===== config.mk =====
export PLATFORM = sky130hd
export DESIGN_NAME = shf_arb
export DESIGN_NICKNAME = d
export VERILOG_FILES = /design/src/rtl/shf_arb.sv
export SDC_FILE = /design/constraint.sdc
export NUM_CORES = 1
export LEC_CHECK = 0
export ABC_CLOCK_PERIOD_IN_PS = 3580
export CAP_MARGIN = 25
export CORE_UTILIZATION = 66
export DETAILED_ROUTE_END_ITERATION = 6
export DONT_BUFFER_PORTS = 1
export HOLD_SLACK_MARGIN = 0.03
export PLACE_DENSITY = 0.92
export SETUP_SLACK_MARGIN = 0.3
export SLEW_MARGIN = 5
export SYNTH_ARGS = -nofsm -noshare
export SYNTH_HDL_FRONTEND = slang
export SYNTH_SLANG_ARGS = --single-unit

===== constraint.sdc =====
create_clock -name i_clk -period 3.58 [get_ports i_clk]
set_clock_uncertainty 0.15 [all_clocks]
set_input_delay 0.716 -clock i_clk [delete_from_list [all_inputs] [get_ports i_clk]]
set_output_delay 0.716 -clock i_clk [all_outputs]
set_load 0.02 [all_outputs]

===== src/rtl/shf_arb.sv =====
// Round-robin two-port arbiter that issues ops to the shared shifter and returns
// registered responses after a fixed three-cycle latency.
module shf_arb #(
    parameter int unsigned DATASIZE = 16,
    parameter int unsigned TAGW     = 4
) (
    input  logic                i_clk,
    input  logic                i_reset,

    input  logic                i_rq0_vld,
    output logic                o_rq0_rdy,
    input  logic [1:0]          i_rq0_cls,
    input  logic [DATASIZE-1:0] i_rq0_dtx,
    input  logic [DATASIZE-1:0] i_rq0_dty,
    input  logic [TAGW-1:0]     i_rq0_tag,

    input  logic                i_rq1_vld,
    output logic                o_rq1_rdy,
    input  logic [1:0]          i_rq1_cls,
    input  logic [DATASIZE-1:0] i_rq1_dtx,
    input  logic [DATASIZE-1:0] i_rq1_dty,
    input  logic [TAGW-1:0]     i_rq1_tag,

    input  logic                i_cu_hold,

    output logic                o_ps_shf_en,
    output logic [1:0]          o_ps_shf_cls,
    output logic [DATASIZE-1:0] o_xb_dtx,
    output logic [DATASIZE-1:0] o_xb_dty,

    input  logic [DATASIZE-1:0] i_shf_xb_dt,
    input  logic                i_shf_ps_sv,
    input  logic                i_shf_ps_sz,

    output logic                o_rsp_vld,
    output logic                o_rsp_id,
    output logic [TAGW-1:0]     o_rsp_tag,
    output logic [DATASIZE-1:0] o_rsp_dt,
    output logic                o_rsp_sv,
    output logic                o_rsp_sz,

    output logic [1:0]          o_sv_sticky,
    input  logic [1:0]          i_clr_sticky,
    output logic                o_busy
);

    logic                r_ptr;
    logic                r_a_vld;
    logic [1:0]          r_a_cls;
    logic [DATASIZE-1:0] r_a_dtx;
    logic [DATASIZE-1:0] r_a_dty;
    logic                r_a_id;
    logic [TAGW-1:0]     r_a_tag;
    logic                r_b_vld;
    logic                r_b_id;
    logic [TAGW-1:0]     r_b_tag;
    logic                r_rsp_vld;
    logic                r_rsp_id;
    logic [TAGW-1:0]     r_rsp_tag;
    logic [DATASIZE-1:0] r_rsp_dt;
    logic                r_rsp_sv;
    logic                r_rsp_sz;
    logic [1:0]          r_sticky;

    logic                w_gnt0;
    logic                w_gnt1;
    logic                w_acc;
    logic                w_acc_id;
    logic [1:0]          w_cls;
    logic [DATASIZE-1:0] w_dtx;
    logic [DATASIZE-1:0] w_dty;
    logic [TAGW-1:0]     w_tag;
    logic [1:0]          w_sv_set;

    // The pointer only breaks ties; a lone requester always wins.
    assign w_gnt0 = i_rq0_vld & (~i_rq1_vld | ~r_ptr);
    assign w_gnt1 = i_rq1_vld & (~i_rq0_vld | r_ptr);

    assign o_rq0_rdy = w_gnt0 & ~i_cu_hold & ~i_reset;
    assign o_rq1_rdy = w_gnt1 & ~i_cu_hold & ~i_reset;
    assign w_acc     = o_rq0_rdy | o_rq1_rdy;
    assign w_acc_id  = o_rq1_rdy;

    always_comb begin
        w_cls = i_rq0_cls;
        w_dtx = i_rq0_dtx;
        w_dty = i_rq0_dty;
        w_tag = i_rq0_tag;
        if (w_acc_id) begin
            w_cls = i_rq1_cls;
            w_dtx = i_rq1_dtx;
            w_dty = i_rq1_dty;
            w_tag = i_rq1_tag;
        end
    end

    // Overflow is attributed at the edge that loads the response register.
    assign w_sv_set = (r_b_vld & i_shf_ps_sv) ? (r_b_id ? 2'b10 : 2'b01) : 2'b00;

    always_ff @(posedge i_clk) begin
        if (i_reset) begin
            r_ptr     <= 1'b0;
            r_a_vld   <= 1'b0;
            r_a_cls   <= '0;
            r_a_dtx   <= '0;
            r_a_dty   <= '0;
            r_a_id    <= 1'b0;
            r_a_tag   <= '0;
            r_b_vld   <= 1'b0;
            r_b_id    <= 1'b0;
            r_b_tag   <= '0;
            r_rsp_vld <= 1'b0;
            r_rsp_id  <= 1'b0;
            r_rsp_tag <= '0;
            r_rsp_dt  <= '0;
            r_rsp_sv  <= 1'b0;
            r_rsp_sz  <= 1'b0;
            r_sticky  <= '0;
        end else begin
            r_a_vld <= w_acc;
            if (w_acc) begin
                r_ptr   <= ~w_acc_id;
                r_a_cls <= w_cls;
                r_a_dtx <= w_dtx;
                r_a_dty <= w_dty;
                r_a_id  <= w_acc_id;
                r_a_tag <= w_tag;
            end

            r_b_vld <= r_a_vld;
            r_b_id  <= r_a_id;
            r_b_tag <= r_a_tag;

            r_rsp_vld <= r_b_vld;
            if (r_b_vld) begin
                r_rsp_id  <= r_b_id;
                r_rsp_tag <= r_b_tag;
                r_rsp_dt  <= i_shf_xb_dt;
                r_rsp_sv  <= i_shf_ps_sv;
                r_rsp_sz  <= i_shf_ps_sz;
            end

            r_sticky <= (r_sticky & ~i_clr_sticky) | w_sv_set;
        end
    end

    assign o_ps_shf_en  = r_a_vld;
    assign o_ps_shf_cls = r_a_cls;
    assign o_xb_dtx     = r_a_dtx;
    assign o_xb_dty     = r_a_dty;
    assign o_rsp_vld    = r_rsp_vld;
    assign o_rsp_id     = r_rsp_id;
    assign o_rsp_tag    = r_rsp_tag;
    assign o_rsp_dt     = r_rsp_dt;
    assign o_rsp_sv     = r_rsp_sv;
    assign o_rsp_sz     = r_rsp_sz;
    assign o_sv_sticky  = r_sticky;
    assign o_busy       = r_a_vld | r_b_vld | r_rsp_vld;

endmodule


Yosys cells after proc, flatten, opt, wreduce, memory -nomap -nowiden
Cells that the tools add are included.
Cells by class
  mux-type cells: 6
  bitwise logic cells: 21
Operator list (count)
  2-to-1 mux 16 bit: 2
  bitwise AND 1 bit: 7
  2-to-1 mux 2 bit: 3
  inverter 1 bit: 6
  bitwise OR 1 bit: 5
  2-to-1 mux 4 bit: 1
  bitwise AND 2 bit: 1
  inverter 2 bit: 1
  bitwise OR 2 bit: 1
Word-level totals
  register bits: 73
  input bits: 101
  output and inout port bits: 64
  word-level logic and storage cells: 44

Logic depth before layout (Yosys ltp)
  depth after elaboration: 6
  gate-level depth with buffers: 6
  mapped depth without buffers: 3

Worst setup path after synthesis
Ideal clock, no wire load.
  path kind: input-to-output
  from: in i_reset
  to: out o_rq1_rdy
  arrival time: 1366 ps
  data required time: 2714 ps
  path slack: 1348 ps
  cell stages on the path: 4
  cells stage by stage: nor2_1 -> buf_2 -> nand3_1 -> inv_1
Between the ends
  word-level cells in the longest chain between the ends: 2
Ends and longest elaborated chain
  start, declared: RTL line 8  | input logic i_reset,
  inverter 1 bit: RTL line 80  | assign o_rq1_rdy = w_gnt1 & ~i_cu_hold & ~i_reset;
  bitwise AND 1 bit: RTL line 80
  end, declared: RTL line 18  | output logic o_rq1_rdy,
No other way between the ends.

Worst setup path in the final report
Same ends and word-level chain as after synthesis.

==> summary.md <==
| Metric | Value |
|---|---|
| Status | finished, violations left |
| Failing checks | design-rule violations |
| Port Buffer Count | 0 |
| Gpl congestion | 0.760 |
| Cell family with most CP delay | simple AND/OR/NAND/NOR gates |
| Mapped Area | 3180 um2 |
| Routed Antenna Nets | 0 |
| Worst Path Max Fanout | 69 |
| Setup violators final | 0 |
| Multi-input logic area | 1500 um2 |
| Core area | 4470 um2 |
| Buf+Inv Stages, Crit Path | 1 |
| Path depth of the worst reg2reg path | 4 |
| Total Power | 1.66 mW |
| Cells after Synth | 339 |
| Die span in y | 71.4 um |
| Non-Filler Instances | 371 |
| Fin crit share | 72.5% |
| Post-layout nets | 415 |
| TritonCTS clock tree | done |
| Top post-synthesis cells by count | 73 x dfxtp_1, 36 x a21oi_1, 35 x o21ai_1 |
| Initial Util | 71.0% |
| Synth area leaders | dfxtp_1 46%, mux2i_1 6.9%, nand4_1 6.7% |
| Initial antenna violation count | 0 |
| Post-CTS Setup Bufs | 0 |
| WL/cell | 20.8 um |
| Worst vdd ir | 0.337 mV |
| Rel. slew slack | 60.2% |
| # fillers | 320 |
| CP Launch Type | primary input |
| Worst path slowest cell | nor2_4 |
| H-tree levels | 3 |
| Post-route core utilization | 72.9% |
| Post-synth cell types | 28 |
| Seq/Total Area, Yosys | 46.0% |
| GRT Total Usage | 28.9% |
| Crit path largest cell delay | 0.45 ns |
| Vias per cell | 7.20 |
| Max-Cap Viols | 0 |
| Placed Area | 3080 um2 |
| Inst Count DP | 355 |
| Worst skew pair latency | 0.34 ns |
| Seq. cell area | 1460 um2 |
| Drt pass-1 iters | 7 |
| RSZ-0062 raised after global routing | false |
| Drt total wl | 7720 um |
| CTS root buffer | clkbuf_8 |
| FFs w/ async S/R, synth | 0% |
| Worst-margin pin slew | 0.597 ns |
| Row count | 24 |
| Final min period | 2.60 ns |
| Syn nets | 440 |
| Post-CTS Resized | 0 |
| GRT Residual Overflow | 0 |
| Top cell type's share of synthesized area | 46.0% |
| First-pass GRT wire length | 11500 um |
| Placement Setup Slack | 1.01 ns |
| Syn Area/Cell | 9.37 um2 |
| Crit Path Category | in -> out |
| Critical path destination | o_rq1_rdy |
| Hold_ws | 0.298 ns |
| CP cell instances | nor2_4 -> nand3_1 -> inv_1 |
| Hold-fix buffers, CTS | 0 |
| Max Buffers Root-to-Sink | 2 |
| DIE AREA | 5090 um2 |
| Final Cell Area | 3260 um2 |
| Largest net degree at the start of global routing | 70 |
| Clock Sinks | 73 |
| TritonCTS buffer count | 9 |
| Clock Pin Slew Worst Setup and Hold Paths | 0.07 ns |
| Synthesis Warnings | 0 |
| Most used flip-flop cell after synthesis | dfxtp_1 |
| Worst r2r src | r_ptr |
| # DRC | 12 |
| Synth area leader | dfxtp_1 |
| Worst setup path start | i_reset |
| Fmax | 0.385 GHz |
| IO Pins | 165 |
| WP data arrival | 1.73 ns |
| Top-count cell post-synth | dfxtp_1 |
| Max Slew Vio Count | 0 |
| Vias | 2670 |
| Fin. Hold Viols | 0 |
| Post-synth EDFFs | 0 |
| R2R setup slack | 1.70 ns |
| Vias in the first global route | 2448 |
| P&R area growth vs syn | 2.68% |
| Pleak | 1.03 nW |
| Seq cells post-synth | 73 |
| Req. time, crit path | 2.71 ns |
| Hold Path Class | in -> reg |
| Setup TNS | 0 ns |
| Power density cells | 510 nW/um2 |
| Layout cells sized above 1 | 10.0% |
| Post-DP HPWL | 5010 um |
| Reg-to-Reg End | o_xb_dtx[10] |
| Horiz. Die Dim | 71.4 um |
| Number of diodes | 0 |
| Levels on crit path | 3 |
| Setup ws final | 0.985 ns |
| Initial DRC Count | 220 |
| CP Capture Type | primary output |
final cells by class:
type                            instances  area share [%]
Timing Repair Buffer                    6            1.38
Inverter                                3           0.345
Clock inverter                          3           0.729
Multi-Input combinational cell        221            45.9
Clock buffer                           13            4.87
Tap cell                               52            2.00
Sequential cell                        73            44.8
power breakdown:
group          internal (mW)  switching, mW
clock network          0.293          0.296
logic                 0.0599         0.0938
registers              0.854         0.0656
layer usage:
| layer | global-route usage, % | wire length, um |
|---|---|---|
| met5 | 0 | 0 |
| met4 | 13.8 | 171 |
| met3 | 10.1 | 798 |
| met2 | 49.8 | 3830 |
| met1 | 31.7 | 2920 |
sequential cells by signal, summed over array words and instances (netlist names):
signal,cells
o_rsp_dt,16
o_xb_dtx,16
o_xb_dty,16
o_rsp_tag,4
r_a_tag,4
r_b_tag,4
o_ps_shf_cls,2
o_sv_sticky,2
o_ps_shf_en,1
o_rsp_id,1
o_rsp_sv,1
o_rsp_sz,1
o_rsp_vld,1
r_a_id,1
r_b_id,1
r_b_vld,1
r_ptr,1
logic make-up (layout without fill, tap and decap cells):
| logic type | count (synthesis) | count (layout) | share of synthesized area (%) |
|---|---|---|---|
| AO/OA/AOI/OAI | 115 | 115 | 25.1 |
| flip-flops | 73 | 73 | 46.0 |
| buffers and inverters | 45 | 25 | 7.13 |
| AND/OR/NAND/NOR | 84 | 84 | 14.8 |
| multiplexers | 22 | 22 | 6.93 |
layout by cell type, fill, tap and decap left out, types with 2 or more instances in the layout:
cell / instances
a21oi_1: 36
buf_4: 6
nand2b_1: 4
nor2_1: 23
mux2i_1: 22
nand3_1: 2
a311oi_2: 10
nand4_1: 34
nor3b_1: 4
inv_1: 3
o21ai_1: 35
nor2b_1: 8
a311o_1: 4
clkbuf_1: 2
clkbuf_8: 11
clkinvlp_4: 2
o22ai_1: 2
a21boi_0: 4
a311oi_1: 24
dfxtp_1: 73
nand2_1: 2
how the worst min path moves through the flow:
| stage | cells past startpoint | slack (ns) | endpoint | startpoint |
|---|---|---|---|---|
| floorplan | 2 | 0.27 | r_b_id | r_a_id |
| global placement | 2 | 0.28 | r_b_id | r_a_id |
| detailed placement | 2 | 0.29 | r_b_id | r_a_id |
| CTS | 1 | 0.28 | o_xb_dtx[9] | i_reset |
| global route | 1 | 0.27 | o_xb_dtx[4] | i_reset |
| finish | 1 | 0.30 | o_xb_dty[15] | i_reset |
Note: power is estimated with default switching activity, not from simulation.
